$ cat src/rtl/ariane_dfx_ctrl.sv
// ariane_dfx_ctrl: initiator side of the DFX shutdown/decouple/reset handshake for the Ariane partition.
module ariane_dfx_ctrl #(
  parameter int unsigned AckTimeout  = 1024,
  parameter int unsigned ResetCycles = 16,
  parameter int unsigned CountWidth  = 16
) (
  input  logic                  clk_i,
  input  logic                  rst_ni,
  input  logic                  reconfig_req_i,
  input  logic                  reconfig_done_i,
  input  logic                  shutdown_ack_i,
  output logic                  shutdown_req_o,
  output logic                  dfx_decouple_o,
  output logic                  rp_reset_o,
  output logic                  busy_o,
  output logic                  done_o,
  output logic                  timeout_o,
  output logic [CountWidth-1:0] reconfig_count_o
);
  localparam int unsigned MaxCycles = (AckTimeout > ResetCycles) ? AckTimeout : ResetCycles;
  localparam int unsigned CntW = $clog2(MaxCycles);
  localparam logic [CntW-1:0] AckLast = CntW'(AckTimeout - 1);
  localparam logic [CntW-1:0] RstLast = CntW'(ResetCycles - 1);
  typedef enum logic [1:0] {IDLE, SHUTDOWN, ISOLATE, RESET} state_e;
  state_e r_state, w_state_n;
  logic [CntW-1:0] r_cnt, w_cnt_n;
  logic w_timeout_n, w_done_n;
  logic [CountWidth-1:0] w_count_n;
  always_comb begin
    w_state_n   = r_state;
    w_cnt_n     = r_cnt;
    w_timeout_n = timeout_o;
    w_done_n    = 1'b0;
    w_count_n   = reconfig_count_o;
    case (r_state)
      IDLE: if (reconfig_req_i) begin
        w_state_n   = SHUTDOWN;
        w_timeout_n = 1'b0;
        w_cnt_n     = '0;
      end
      SHUTDOWN: begin
        w_cnt_n = r_cnt + 1'b1;
        if (shutdown_ack_i) w_state_n = ISOLATE;
        else if (r_cnt == AckLast) begin
          w_state_n   = ISOLATE;
          w_timeout_n = 1'b1;
        end
      end
      ISOLATE: if (reconfig_done_i) begin
        w_state_n = RESET;
        w_cnt_n   = '0;
      end
      default: begin
        w_cnt_n = r_cnt + 1'b1;
        if (r_cnt == RstLast) begin
          w_state_n = IDLE;
          w_done_n  = 1'b1;
          w_count_n = reconfig_count_o + 1'b1;
        end
      end
    endcase
  end
  // Outputs are decoded from the next state so they stay registered yet switch on the deciding edge.
  always_ff @(posedge clk_i or negedge rst_ni) begin
    if (!rst_ni) begin
      r_state          <= IDLE;
      r_cnt            <= '0;
      shutdown_req_o   <= 1'b0;
      dfx_decouple_o   <= 1'b0;
      rp_reset_o       <= 1'b0;
      busy_o           <= 1'b0;
      done_o           <= 1'b0;
      timeout_o        <= 1'b0;
      reconfig_count_o <= '0;
    end else begin
      r_state          <= w_state_n;
      r_cnt            <= w_cnt_n;
      shutdown_req_o   <= w_state_n == SHUTDOWN;
      dfx_decouple_o   <= w_state_n == ISOLATE;
      rp_reset_o       <= w_state_n == ISOLATE || w_state_n == RESET;
      busy_o           <= w_state_n != IDLE;
      done_o           <= w_done_n;
      timeout_o        <= w_timeout_n;
      reconfig_count_o <= w_count_n;
    end
  end
endmodule

$ cat config.mk
export PLATFORM = sky130hd
export DESIGN_NAME = ariane_dfx_ctrl
export DESIGN_NICKNAME = d
export VERILOG_FILES = /design/src/rtl/ariane_dfx_ctrl.sv
export SDC_FILE = /design/constraint.sdc
export NUM_CORES = 1
export LEC_CHECK = 0
export ABC_AREA = 1
export CAP_MARGIN = 20
export CORE_UTILIZATION = 56
export CTS_BUF_LIST = sky130_fd_sc_hd__clkbuf_8
export DETAILED_ROUTE_END_ITERATION = 12
export GPL_ROUTABILITY_DRIVEN = 1
export HOLD_SLACK_MARGIN = 0.12
export PLACE_DENSITY = 0.82
export SETUP_SLACK_MARGIN = 0.3
export SLEW_MARGIN = 20
export SYNTH_ARGS = -nofsm -noshare
export SYNTH_HDL_FRONTEND = slang
export SYNTH_SLANG_ARGS = --single-unit
$ cat constraint.sdc
create_clock -name clk_i -period 1.7 [get_ports clk_i]
set_input_delay 0.17 -clock clk_i [delete_from_list [all_inputs] [get_ports clk_i]]
set_output_delay 0.17 -clock clk_i [all_outputs]
set_load 0.01 [all_outputs]
## After elaboration in Yosys (flattened, before gate mapping)

Index checks and enable logic that the tools add are counted.

| cells by class | value |
|---|---|
| add/subtract/negate cells | 2 |
| multipliers | 0 |
| div/mod/pow operators | 0 |
| order comparisons | 0 |
| eq/ne operators | 11 |
| shifts and indexed selects | 0 |
| muxes and demuxes | 15 |
| bitwise operators | 1 |
| reduce and logical (&&, ||, !) cells | 8 |

Operators by type and width:

| kind | count |
|---|---|
| $mux W10 | 2 |
| $pmux W10 S2 | 1 |
| $add A16 B1 Y16 const B | 1 |
| $add A10 B1 Y10 const B | 1 |
| $eq A10 B10 Y1 const B | 1 |
| $eq A10 B4 Y1 const B | 1 |
| $mux W2 | 5 |
| $ne A2 B2 Y1 const B | 4 |
| $eq A2 B2 Y1 const B | 3 |
| $pmux W2 S3 | 1 |
| $mux W1 | 5 |
| $eq A2 B1 Y1 const B | 2 |
| $reduce_and A2 Y1 | 2 |
| $reduce_and A4 Y1 | 1 |
| $reduce_bool A2 Y1 | 2 |
| $reduce_or A3 Y1 | 1 |
| $logic_not A2 Y1 | 1 |
| $pmux W1 S2 | 1 |
| $logic_or A1 B1 Y1 | 1 |
| $not A1 Y1 | 1 |

| storage, ports and cells | value |
|---|---|
| register bits | 34 |
| latch bits | 0 |
| bits in writable memories | 0 |
| memory bits (read-only) | 0 |
| input bits | 5 |
| output and inout bits | 22 |
| word-level logic and storage cells | 46 |
| memories kept | 0 |

## Logic depth before layout (Yosys ltp)

Gate-level depths: netlist of the first run.

| logic depth | value |
|---|---|
| depth in word-level cells | 6 |
| mapped depth | 9 |
| depth with buffers taken out | 8 |

## Worst setup path before layout of the first run

OpenSTA, ideal clock, no wires.

| timing path | value |
|---|---|
| path kind | register to register |
| start | register r_cnt[0] |
| end | register reconfig_count_o[9] |
| setup time | 0.121 ns |
| data arrival time | 1.280 ns |
| data required time | 1.579 ns |
| slack | 0.300 ns |
| cell stages (with the launch flop) | 8 |
| path buffers | 1 |
| period minus slack after synthesis | 1.400 ns |
| cell sequence | dfrtp_1 ha_1 nand3_2 inv_2 nand2_2 buf_6 o21ai_1 nand2_1 |

| between the ends | value |
|---|---|
| word-level cells in the longest chain between the ends | 2 |

Ends and longest elaborated chain:

| what | line | RTL |
|---|---|---|
| start: declaration | 26 | `logic [CntW-1:0] r_cnt, w_cnt_n;` |
| start signal: assignment | 77 | `r_cnt <= w_cnt_n;` |
| $eq A10 B4 Y1 | 55 | `if (r_cnt == RstLast) begin` |
| $reduce_and A2 Y1 (no source line) | -- |  |
| end signal: assignment | 84 | `reconfig_count_o <= w_count_n;` |
| end: declaration | 18 | `output logic [CountWidth-1:0] reconfig_count_o` |

Every way passes these cells.
A chain may end at the register's enable or synchronous reset.

## Worst setup path after layout of the first run

| timing path | value |
|---|---|
| start | register r_cnt[1] |
| end | register reconfig_count_o[8] |

The elaborated chain is that of the path after synthesis.

==> flow_results.org, run 1 <==
** Outcome
- The flow ran to the end, and the final reports show no timing, DRC or antenna violations.

** Yosys
- The share of the synthesized area in compound gates (AO/OA/AOI/OAI) was 0.0648.
- Top-area cell type share of the netlist area :: 0.450
- Warnings, synthesis :: 0
- By area, the combinational part of the netlist is dominated by simple AND/OR/NAND/NOR gates.
- Multiplexer share of the synthesized area :: 0
- Register area share after synthesis :: 0.450
- Nets in the synthesized netlist :: 265
- Number of distinct library cell variants in the gate-level netlist after synthesis :: 25
- By area the synthesized netlist is led by sky130_fd_sc_hd__dfrtp_1, sky130_fd_sc_hd__nand2_1, sky130_fd_sc_hd__inv_1, sky130_fd_sc_hd__nor2_1, sky130_fd_sc_hd__nand3_1.
- Cell Area, Synth :: 0.00189 mm2
- Synthesis handed over a netlist of 258 instances.
- Synth Area in Simple Gates :: 0.366
- Of the total synthesized cell area, the portion taken by full adders, half adders and majority gates is 0.0132.
- In this run, synthesis produced a sequential element count of 34.
- Mean cell area of the mapped netlist :: 7.33 um2
- The synthesized design spends more area on one cell type than any other, namely sky130_fd_sc_hd__dfrtp_1.
- Of the total synthesized cell area, the portion taken by XOR and XNOR cells is 0.0278.

** Critical path
- WS Path Type :: reg2reg
- Launch point of the critical path :: r_cnt[1]$_DFFE_PN0P_
- Setup slack on the worst flop-to-flop path :: 320 ps
- Worst-path cell with the longest stage delay :: sky130_fd_sc_hd__dfrtp_1
- CP Launch Type :: flip-flop
- At the worst endpoint, the required time is 1880 ps.
- Reg2Reg Launch Point :: r_cnt[1]$_DFFE_PN0P_
- Among the stages of the critical path, the cell type that occurs most often is sky130_fd_sc_hd__nand2_1.
- Worst setup EP type :: flip-flop
- R2R depth :: 6
- Worst setup endpoint :: reconfig_count_o[8]$_DFFE_PN0P_
- Maximum single-stage delay on the critical path :: 420 ps
- In this run the critical register-to-register path is captured at reconfig_count_o[8]$_DFFE_PN0P_.
- At the worst endpoint, the arrival time is 1560 ps.
- Of all nets on the critical path, the largest fanout is 5.
- The critical path goes through ha_4 > nand3_4 > nor3_2 > nand2_1 > nand2_1 > nand2_1.

** Pwr
- Seq pwr share :: 0.378
- Of the total power, the clock network draws 0.305.
- After layout, the design draws a total of 0.00297 W.
- For this design the total switching power over the nets is 0.00102 W.
- Static power due to leakage :: 1.32 nW
- Combinational share of power :: 0.317
- Dividing total power by cell area gives a power density of 1160 mW/mm2.
- Switching power as a share of total power :: 0.342
- Cell internal power was estimated by the tool at 0.00196 W.
- Worst VDD drop :: 0.900 mV

** Routing
- Residual antenna-violating net count after detailed routing :: 0
- For this block, the routed nets add up to 4770 um of wire.
- Via total after detailed routing :: 1895
- Dividing the detail-routed wire length by the instance count gives 13.4 um.
- Routed via count divided by cell count :: 5.34
- First drt pass iteration count :: 4
- Number of remaining DRC errors :: 0
- Iter 0 DRT Violations :: 129

** Cells and area
- Once layout is complete, the cells apart from fillers number 355.
- Relative to the synthesized area, the layout overhead comes to 35.8%.
- Fill cells in the final layout number 199.
- Total Nets Final :: 317
- The number of antenna diodes in the final layout is 0.
- Layout cells sized above 1 :: 0.203

** Placed design
- # port buffers :: 26
- Summed over all nets, the half-perimeter wirelength after detailed placement is 2930 um.
- GPL Wtd Cong :: 0.885
- Cell Count Post-Placement :: 330

** STA
- Worst relative slew slack :: 0.706
- RSZ-0062 raised after global routing :: true
- Hold slack final :: 286 ps
- Setup violations remaining at the end of the flow were counted as 0.
- Static timing analysis puts the maximum clock frequency at 0.727 GHz.
- Final critical delay including setup and external delays :: 1380 ps
- The count of final max-slew check failures is 0.
- The number of endpoints with negative hold slack in the final report was 0.
- For the pin with the worst max-slew slack, the measured transition is 441 ps.
- Final worst clock skew :: 8.69 ps
- Of the available clock period, the critical path in the final layout requires 0.810.
- In the final timing run, aggregate negative setup slack is 0 ps.

** Clock network
- Maximum buffer depth of the clock tree :: 2
- H-tree lvl count :: 2
- In this run, CTS created clock tree buffers numbering 5.
- Latest clock arrival within the worst-skew pair :: 290 ps
- For this design, the sink count on the clock tree is 34.
- In this run, post-CTS hold repair placed 0 buffers.
- CTS root buffer :: sky130_fd_sc_hd__clkbuf_8
- TritonCTS clock tree :: done
- After clock tree synthesis, the clock-pin slew on the worst setup and hold paths is 80 ps.

** Global routing
- Global routing finished with a remaining overflow of 0.
- Number of antenna violations at the first check in global routing :: 0
- Entering global routing, the biggest net connects 35 pins.
- The number of global-route vias before repair is 1672.
- Global routing usage summed across all routing layers :: 0.280
- Wire length of the first global-routing pass :: 7420 um

** Die
- Measured along the x axis, the die boundary spans 60.1 um.
- The die covers 0.00361 mm2.
- The initial utilization of the core area, before any placement, comes to 0.605.
- After floorplanning, the core was sized to cover 0.00313 mm2.
- For this design the top-level I/O count stands at 27.
- Row generation in the floorplan step produced 20 rows.
- Height of the chip :: 60.1 um

** Job
- The tool flagged a number of max-cap violations equal to 0.

** Min path
- Min-delay worst type :: in2async
-- sequential cells by signal (all words and copies together), names as in the netlist --
| signal | count |
|---|---|
| reconfig_count_o | 16 |
| r_cnt | 10 |
| r_state | 2 |
| busy_o | 1 |
| dfx_decouple_o | 1 |
| done_o | 1 |
| rp_reset_o | 1 |
| shutdown_req_o | 1 |
| timeout_o | 1 |
-- what timing repair did --
item	4_1_cts	5_1_grt
setup endpoints to repair	30	25
gates resized for setup	13	22
buffers inserted	11	6
pin swaps	1	3
-- layout make-up --
type | count | area, um2 | share of cell area
Inverter | 35 | 133 | 0.0516
Clock inverter | 3 | 68.8 | 0.0268
Clock buffer | 5 | 68.8 | 0.0268
Sequential cell | 34 | 857 | 0.334
Tap cell | 44 | 55.1 | 0.0214
Timing Repair Buffer | 47 | 425 | 0.166
Multi-Input combinational cell | 187 | 961 | 0.374
-- logic make-up after synthesis --
logic type,Yosys count
AOI/OAI and AO/OA,23
xor gates and xnor gates,6
adders and majority gates,2
buffers and inverters,37
DFF,34
and+or+nand+nor,156
-- Yosys cell counts, drive strengths merged --
master  count
nand4       9
nor3        4
nand3b      4
a21oi       3
buf         2
ha          2
nand2      83
a22o        1
xnor2       2
xor2        4
and2        1
dfrtp      34
nand3      22
o21ai      19
clkinv      1
nor2       33
inv        34
-- worst max-delay path: cells and delay by family, from the launching register on --
family,cells,cell delay (ps)
AND/OR/NAND/NOR,5,650
flip-flops,1,420
adder cells (fa/ha/maj),1,180
-- per-stage QoR --
step	utilization	instance area [um2]	setup slack (ps)
6_report	0.821	2570	324
5_1_grt	0.821	2570	220
4_1_cts	0.789	2470	258
3_5_place_dp	0.711	2220	226
3_3_place_gp	0.711	2220	311
2_1_floorplan	-	1890	318
-- power by group through the flow --
stage                     Combinational [W]  Clock (W)  Sequential, W
after CTS                          0.000822   0.000908        0.00112
after floorplan                    0.000486          0        0.00113
after detailed placement           0.000780          0        0.00111
after global placement             0.000772          0        0.00111
after global routing                0.00105   0.000942        0.00114
final                              0.000942   0.000907        0.00112
-- routing by layer --
layer | GRT usage | share of wire | vias to the layer above
met5 | 0 | 0 | -
met4 | 0.0797 | 0.022 | 0
met3 | 0.0714 | 0.073 | 15
met2 | 0.429 | 0.46 | 85
met1 | 0.390 | 0.45 | 873
li1 | - | - | 922
-- cell usage in the layout, fill, tap and decap left out, drive strengths merged --
| cell type | instances |
|---|---|
| and2 | 1 |
| a22o | 1 |
| nand2 | 83 |
| o21ai | 19 |
| dlygate4sd2 | 6 |
| ha | 2 |
| xnor2 | 2 |
| nand4 | 9 |
| clkinv | 2 |
| a21oi | 3 |
| bufinv | 2 |
| clkbuf | 5 |
| clkdlybuf4s50 | 14 |
| xor2 | 4 |
| buf | 21 |
| nor3 | 4 |
| dfrtp | 34 |
| nor2 | 33 |
| nand3 | 22 |
| dlymetal6s2s | 6 |
| inv | 34 |
| nand3b | 4 |
-- worst min-delay path by stage --
stage                       endpoint  depth (start not counted)                   from  slack (ps)
2_1_floorplan       busy_o$_DFF_PN0_                          0                 rst_ni        -130
3_3_place_gp    r_cnt[1]$_DFFE_PN0P_                          1   r_cnt[1]$_DFFE_PN0P_         520
3_5_place_dp   timeout_o$_DFFE_PN0P_                          2  timeout_o$_DFFE_PN0P_         520
4_1_cts        timeout_o$_DFFE_PN0P_                          2                 rst_ni         300
5_1_grt         r_cnt[3]$_DFFE_PN0P_                          2                 rst_ni         340
6_report        r_cnt[5]$_DFFE_PN0P_                          2                 rst_ni         290
No activity file was read; power rests on OpenSTA's default activity.
==> inputs of run 2 (changes only) <==
==> constraint.sdc (replaced) <==
create_clock -name clk_i -period 1.3 [get_ports clk_i]
set_input_delay 0.13 -clock clk_i [delete_from_list [all_inputs] [get_ports clk_i]]
set_output_delay 0.13 -clock clk_i [all_outputs]
set_load 0.01 [all_outputs]
==> run 2 against run 1 <==
Effect of this change: the run now fails in global routing (5_1_grt); area after synthesis did not move; synthesized cell count did not move.
==> flow_results.org, run 2 <==
** Outcome
- The flow did not finish.
- Stage where the flow stopped :: global routing (5_1_grt)
- The tool reported: "[ERROR DPL-0038] Utilization greater than 100%, impossible to legalize".

** Clock network
- Num Clock Sinks :: 34 (unchanged)
- Number of buffers inserted during clock tree synthesis :: 5 (unchanged)
- CTS root buffer :: sky130_fd_sc_hd__clkbuf_8
- The quantity of hold-fixing buffers added after cts came to 0 (unchanged).
- H-tree lvl count :: 2 (unchanged)
- Maximum buffer depth of the clock tree :: 2 (unchanged)

** Global routing
- Pin count of the biggest net entering global routing :: 35

** Placed design
- Detail Placement HPWL :: 3390 um (+16%)
- The last weighted congestion value of the routability-driven placer was 0.872 (-1.4%).
- The number of buffers inserted by port buffering came to 26 (unchanged).

** Yosys
- The share of the synthesized area in compound gates (AO/OA/AOI/OAI) is 0.0648 (unchanged).
- The sequential element share of the synthesized area came to 0.450 (unchanged).
- Post-synthesis register bit count :: 34 (unchanged)
- Cell accounting for the most synthesized area :: sky130_fd_sc_hd__dfrtp_1
- The net count of the mapped netlist is 265 (unchanged).
- The mean cell area of the mapped netlist is 7.33 um2 (unchanged).
- In the post-synthesis netlist, the biggest area contributors are sky130_fd_sc_hd__dfrtp_1, sky130_fd_sc_hd__nand2_1, sky130_fd_sc_hd__inv_1, sky130_fd_sc_hd__nor2_1, sky130_fd_sc_hd__nand3_1.
- EDFF count, synth :: 0 (unchanged)
- Post-synthesis instance total :: 258 (unchanged)
- Post-synthesis share of cell area spent on full adders, half adders and majority gates :: 0.0132 (unchanged)
- In the post-synthesis netlist, the cell with the most instances is sky130_fd_sc_hd__nand2_1.
- The proportion of synthesized flip-flops having asynchronous set or reset is 1.00 (unchanged).
- Multiplexer share of the synthesized area :: 0 (unchanged)
- Top-area cell type share of the netlist area :: 0.450 (unchanged)
- Cell Area, Synth :: 0.00189 mm2 (unchanged)
- Main combinational cell family by area after synthesis :: simple AND/OR/NAND/NOR gates
- The xor/xnor cell area share of the yosys netlist is 0.0278 (unchanged).
- Number of distinct library cell variants in the gate-level netlist after synthesis :: 25 (unchanged)
- Leading register cell type out of synthesis :: sky130_fd_sc_hd__dfrtp_1
- The number of warnings printed during yosys synthesis was 0 (unchanged).
- The share of synthesized cell area in and, or, nand and nor gates came to 0.366 (unchanged).
- Most common library cells after synthesis :: sky130_fd_sc_hd__nand2_1, sky130_fd_sc_hd__dfrtp_1, sky130_fd_sc_hd__inv_1, sky130_fd_sc_hd__nor2_1, sky130_fd_sc_hd__nand3_1

** Die
- The initial core utilization came to 0.605 (unchanged).
- Height of the chip :: 60.1 um (unchanged)
- The x dimension of the die is 60.1 um (unchanged).
- The placement row count came to 20 (unchanged).
- Number of I/O pins :: 27 (unchanged)

** STA
- After global-route timing repair, the worst endpoint was reconfig_count_o[14]$_DFFE_PN0P_/D.
- Worst-path endpoint category :: sequential cell input
run 2: logic make-up after synthesis:
family	Yosys count
fa+ha+maj	2
buf+inv	37
compound gates	23
xor+xnor	6
flops	34
simple gates	156
run 2: what timing repair did:
action                                  in CTS
setup buffers                               23
gates cloned                                 1
endpoints found under the setup margin      56
pin swaps                                   19
gates resized for setup                    143
run 2: metrics by stage:
stage                     TNS [ps]  hold slack [ps]  std cells  area [um2]  setup slack (ps)
after CTS                    -13.3              209        383        2840             -7.70
after detailed placement      -538              522        351        2450             -85.7
after global placement       -14.4              508        351        2450             -14.4
after floorplan                  0             -166        258        1950              49.2
==> inputs of run 3 (changes only) <==
--- a/config.mk
+++ b/config.mk
@@ -7,13 +7,10 @@
 export LEC_CHECK = 0
 export ABC_AREA = 1
 export CAP_MARGIN = 20
-export CORE_UTILIZATION = 56
-export CTS_BUF_LIST = sky130_fd_sc_hd__clkbuf_8
+export CORE_UTILIZATION = 40
 export DETAILED_ROUTE_END_ITERATION = 12
 export GPL_ROUTABILITY_DRIVEN = 1
-export HOLD_SLACK_MARGIN = 0.12
-export PLACE_DENSITY = 0.82
-export SETUP_SLACK_MARGIN = 0.3
+export PLACE_DENSITY_LB_ADDON = 0.15
 export SLEW_MARGIN = 20
 export SYNTH_ARGS = -nofsm -noshare
 export SYNTH_HDL_FRONTEND = slang
==> run 3 against run 2 <==
Effect of this change: the flow now finishes, with violations (negative setup slack).
==> flow_results.org, run 3 (synthesized netlist as in run 1, its figures left out) <==
** Min path
- The worst hold path belongs to the class in2async.

** Critical path
- Worst setup endpoint :: reconfig_count_o[14]$_DFFE_PN0P_
- The critical path crosses 7 cells after its start point.
- CP Launch Type :: flip-flop
- Data arrives at the worst endpoint at 1510 ps.
- Crit path buf inv count :: 1
- The setup path with the least slack is of type reg2reg.
- The most critical setup path has its startpoint at r_cnt[5]$_DFFE_PN0P_.
- For this design, the slowest cell found on the critical path is sky130_fd_sc_hd__dfrtp_1.
- The endpoint identified for the worst register-to-register timing path is reconfig_count_o[14]$_DFFE_PN0P_.
- The worst setup path is captured at a flip-flop.
- Worst Path Max Fanout :: 4
- Reg2Reg Launch Point :: r_cnt[5]$_DFFE_PN0P_
- R2R depth :: 7
- The largest single stage delay on the critical path is 420 ps.
- Setup slack on the worst reg-to-reg path comes out at -50 ps.
- The signal on the critical path passes through nor2_2 > nand2_2 > nor2_4 > buf_4 > nand3_2 > o21ai_1 > nand2_1.
- Cell type group with the largest total delay on the critical path :: simple AND/OR/NAND/NOR gates
- Required time reported for the critical path endpoint :: 1470 ps

** Die
- Core Region :: 0.00444 mm2
- Number of rows in the core area :: 24 (+20%)
- The I/O pin count came to 27 (unchanged).
- Height of the chip :: 70.8 um (+18%)
- Die ar. :: 0.00501 mm2
- The initial core utilization was 0.426 (-0.179).
- The x dimension of the die is 70.8 um (+18%).

** Cells and area
- Filler cells :: 384
- N_diodes :: 0
- Counting flops per register, the top entry is reconfig_count_o.
- Growth of design area from synthesis to finish :: 55.1%
- Max FFs per register :: 16
- In the layout the commonest cells are sky130_fd_sc_hd__nand2_1, sky130_fd_sc_hd__buf_4, sky130_fd_sc_hd__dfrtp_1, sky130_fd_sc_hd__inv_1, sky130_fd_sc_hd__nor2_1.
- Post-route core utilization :: 0.660
- Most frequent standard cell in the layout excluding fill and tap cells :: sky130_fd_sc_hd__nand2_1
- Layout cells sized above 1 :: 0.348
- Fin area :: 0.00293 mm2
- Total Nets Final :: 349
- Largest registers :: reconfig_count_o: 16 flops, r_cnt: 10 flops, r_state: 2 flops

** Pwr
- In this run the power density over the cells is 1400 mW/mm2.
- The analysis attributes to cell leakage a power of 1.54 nW.
- The worst-case IR drop observed on VDD is 1.14 mV.

** Routing
- The count of nets left with antenna violations once routing finished came out at 0.
- WL final :: 5150 um
- For this run, design rule violations remaining after detail routing come to 0.
- The first detailed-routing pass took 4 iterations.
- In the routed layout, each cell is associated on average with a via count of 5.01.
- Iter 0 DRT Violations :: 98
- Via total after detailed routing :: 1973
- DR WL/cell :: 13.1 um

** Clock network
- CTS root buffer :: sky130_fd_sc_hd__clkbuf_8
- Number of buffers inserted during clock tree synthesis :: 5 (unchanged)
- For the worst-skew pair, the clock arrives at the later sink with an insertion delay of 280 ps.
- The maximum clock path buffer count was 2 (unchanged).
- TritonCTS clock tree :: done
- The quantity of hold-fixing buffers added after cts came to 0 (unchanged).
- Clock-pin slew was measured on the worst setup and hold paths at 70 ps.
- H-tree lvl count :: 2 (unchanged)
- Num Clock Sinks :: 34 (unchanged)

** Placed design
- Placed standard-cell area :: 0.00249 mm2 (+1.4%)
- The number of buffers inserted by port buffering came to 26 (unchanged).
- The last weighted congestion value of the routability-driven placer came to 0.850 (-2.6%).
- The post-DP HPWL was 3470 um (+2.3%).
- Setup WS pre-CTS :: -98.9 ps (-13.2 ps)

** Global routing
- Wire length of the first global-routing pass :: 8720 um
- Number of antenna violations at the first check in global routing :: 0
- Entering global routing, the biggest net connects 23 pins.
- The number of global-route vias before repair came to 1891.
- Global routing usage summed across all routing layers :: 0.219
- Congestion Overflow GR :: 0

** Outcome
- Violated checks :: negative setup slack
- The flow ran to the end, but the final reports show violations.

** STA
- RSZ-0062 raised after global routing :: true
- Static timing analysis puts the maximum clock frequency at 0.742 GHz.
- The number of endpoints with negative hold slack in the final report was 0.
- Setup violations remaining at the end of the flow were counted as 4.
- Once routing completed, OpenROAD measured the worst setup slack at -47.7 ps.
- Fraction of the cycle the final worst path needs :: 1.04
- At the pin with the least slew margin, the transition time is 302 ps.
- Measured against its own limit, the worst slew margin works out to 0.799.
- Final worst clock skew :: 5.01 ps
- Final critical delay including setup and external delays :: 1350 ps
- Number of slew-limit violations in the final report :: 0

** Job
- The tool flagged a number of max-cap violations equal to 0.
## run 3: final cells by class
cell class | count | area, um2 | area share
Tap cell | 52 | 65.1 | 0.0222
Inverter | 35 | 146 | 0.0499
Multi-Input combinational cell | 187 | 1130 | 0.384
Clock buffer | 7 | 76.3 | 0.0260
Sequential cell | 34 | 855 | 0.291
Timing Repair Buffer | 79 | 666 | 0.227
## run 3: how the worst min path moves through the flow
stage	start	end
floorplan	rst_ni	busy_o$_DFF_PN0_
global placement	rst_ni	reconfig_count_o[14]$_DFFE_PN0P_
detailed placement	rst_ni	r_cnt[0]$_DFFE_PN0P_
CTS	rst_ni	reconfig_count_o[6]$_DFFE_PN0P_
global route	rst_ni	reconfig_count_o[13]$_DFFE_PN0P_
finish	rst_ni	reconfig_count_o[13]$_DFFE_PN0P_
## run 3: worst register-to-register path: cells and delay by family (launching register included)
| kind | cells | cell delay [ps] |
|---|---|---|
| and+or+nand+nor | 5 | 550 |
| AOI/OAI and AO/OA | 1 | 130 |
| buffers and inverters | 1 | 130 |
| DFF | 1 | 420 |
## run 3: per-stage QoR
stage	power (W)	TNS (ps)	hold WS, ps	instances
2_1_floorplan	0.00214	0	-166	258
4_1_cts	0.00381	-30.2	197	389
5_1_grt	0.00438	-1630	224	394
3_3_place_gp	0.00288	-358	503	370
3_5_place_dp	0.00289	-541	487	370
6_report	0.00412	-74.8	187	394
## run 3: layer usage
| metal | up-vias | GRT usage | wire length [um] |
|---|---|---|---|
| met2 | 44 | 0.355 | 2480 |
| met3 | 5 | 0.0370 | 237 |
| met4 | 0 | 0.0667 | 42 |
| li1 | 999 | - | - |
| met5 | - | 0 | 0 |
| met1 | 925 | 0.304 | 2380 |
## run 3: repair_timing
action	in CTS	in global routing
pin swaps	6	19
buffers inserted	14	5
resized for setup	36	59
endpoints found under the setup margin	38	37
## run 3: where the power goes
part           leakage, nW  switching (W)  total (W)  internal [W]
Combinational         1.06        0.00101    0.00196      0.000954
Clock               0.0383       0.000368   0.000737      0.000369
Sequential           0.439       0.000163    0.00142       0.00126
Total                 1.54        0.00154    0.00412       0.00258
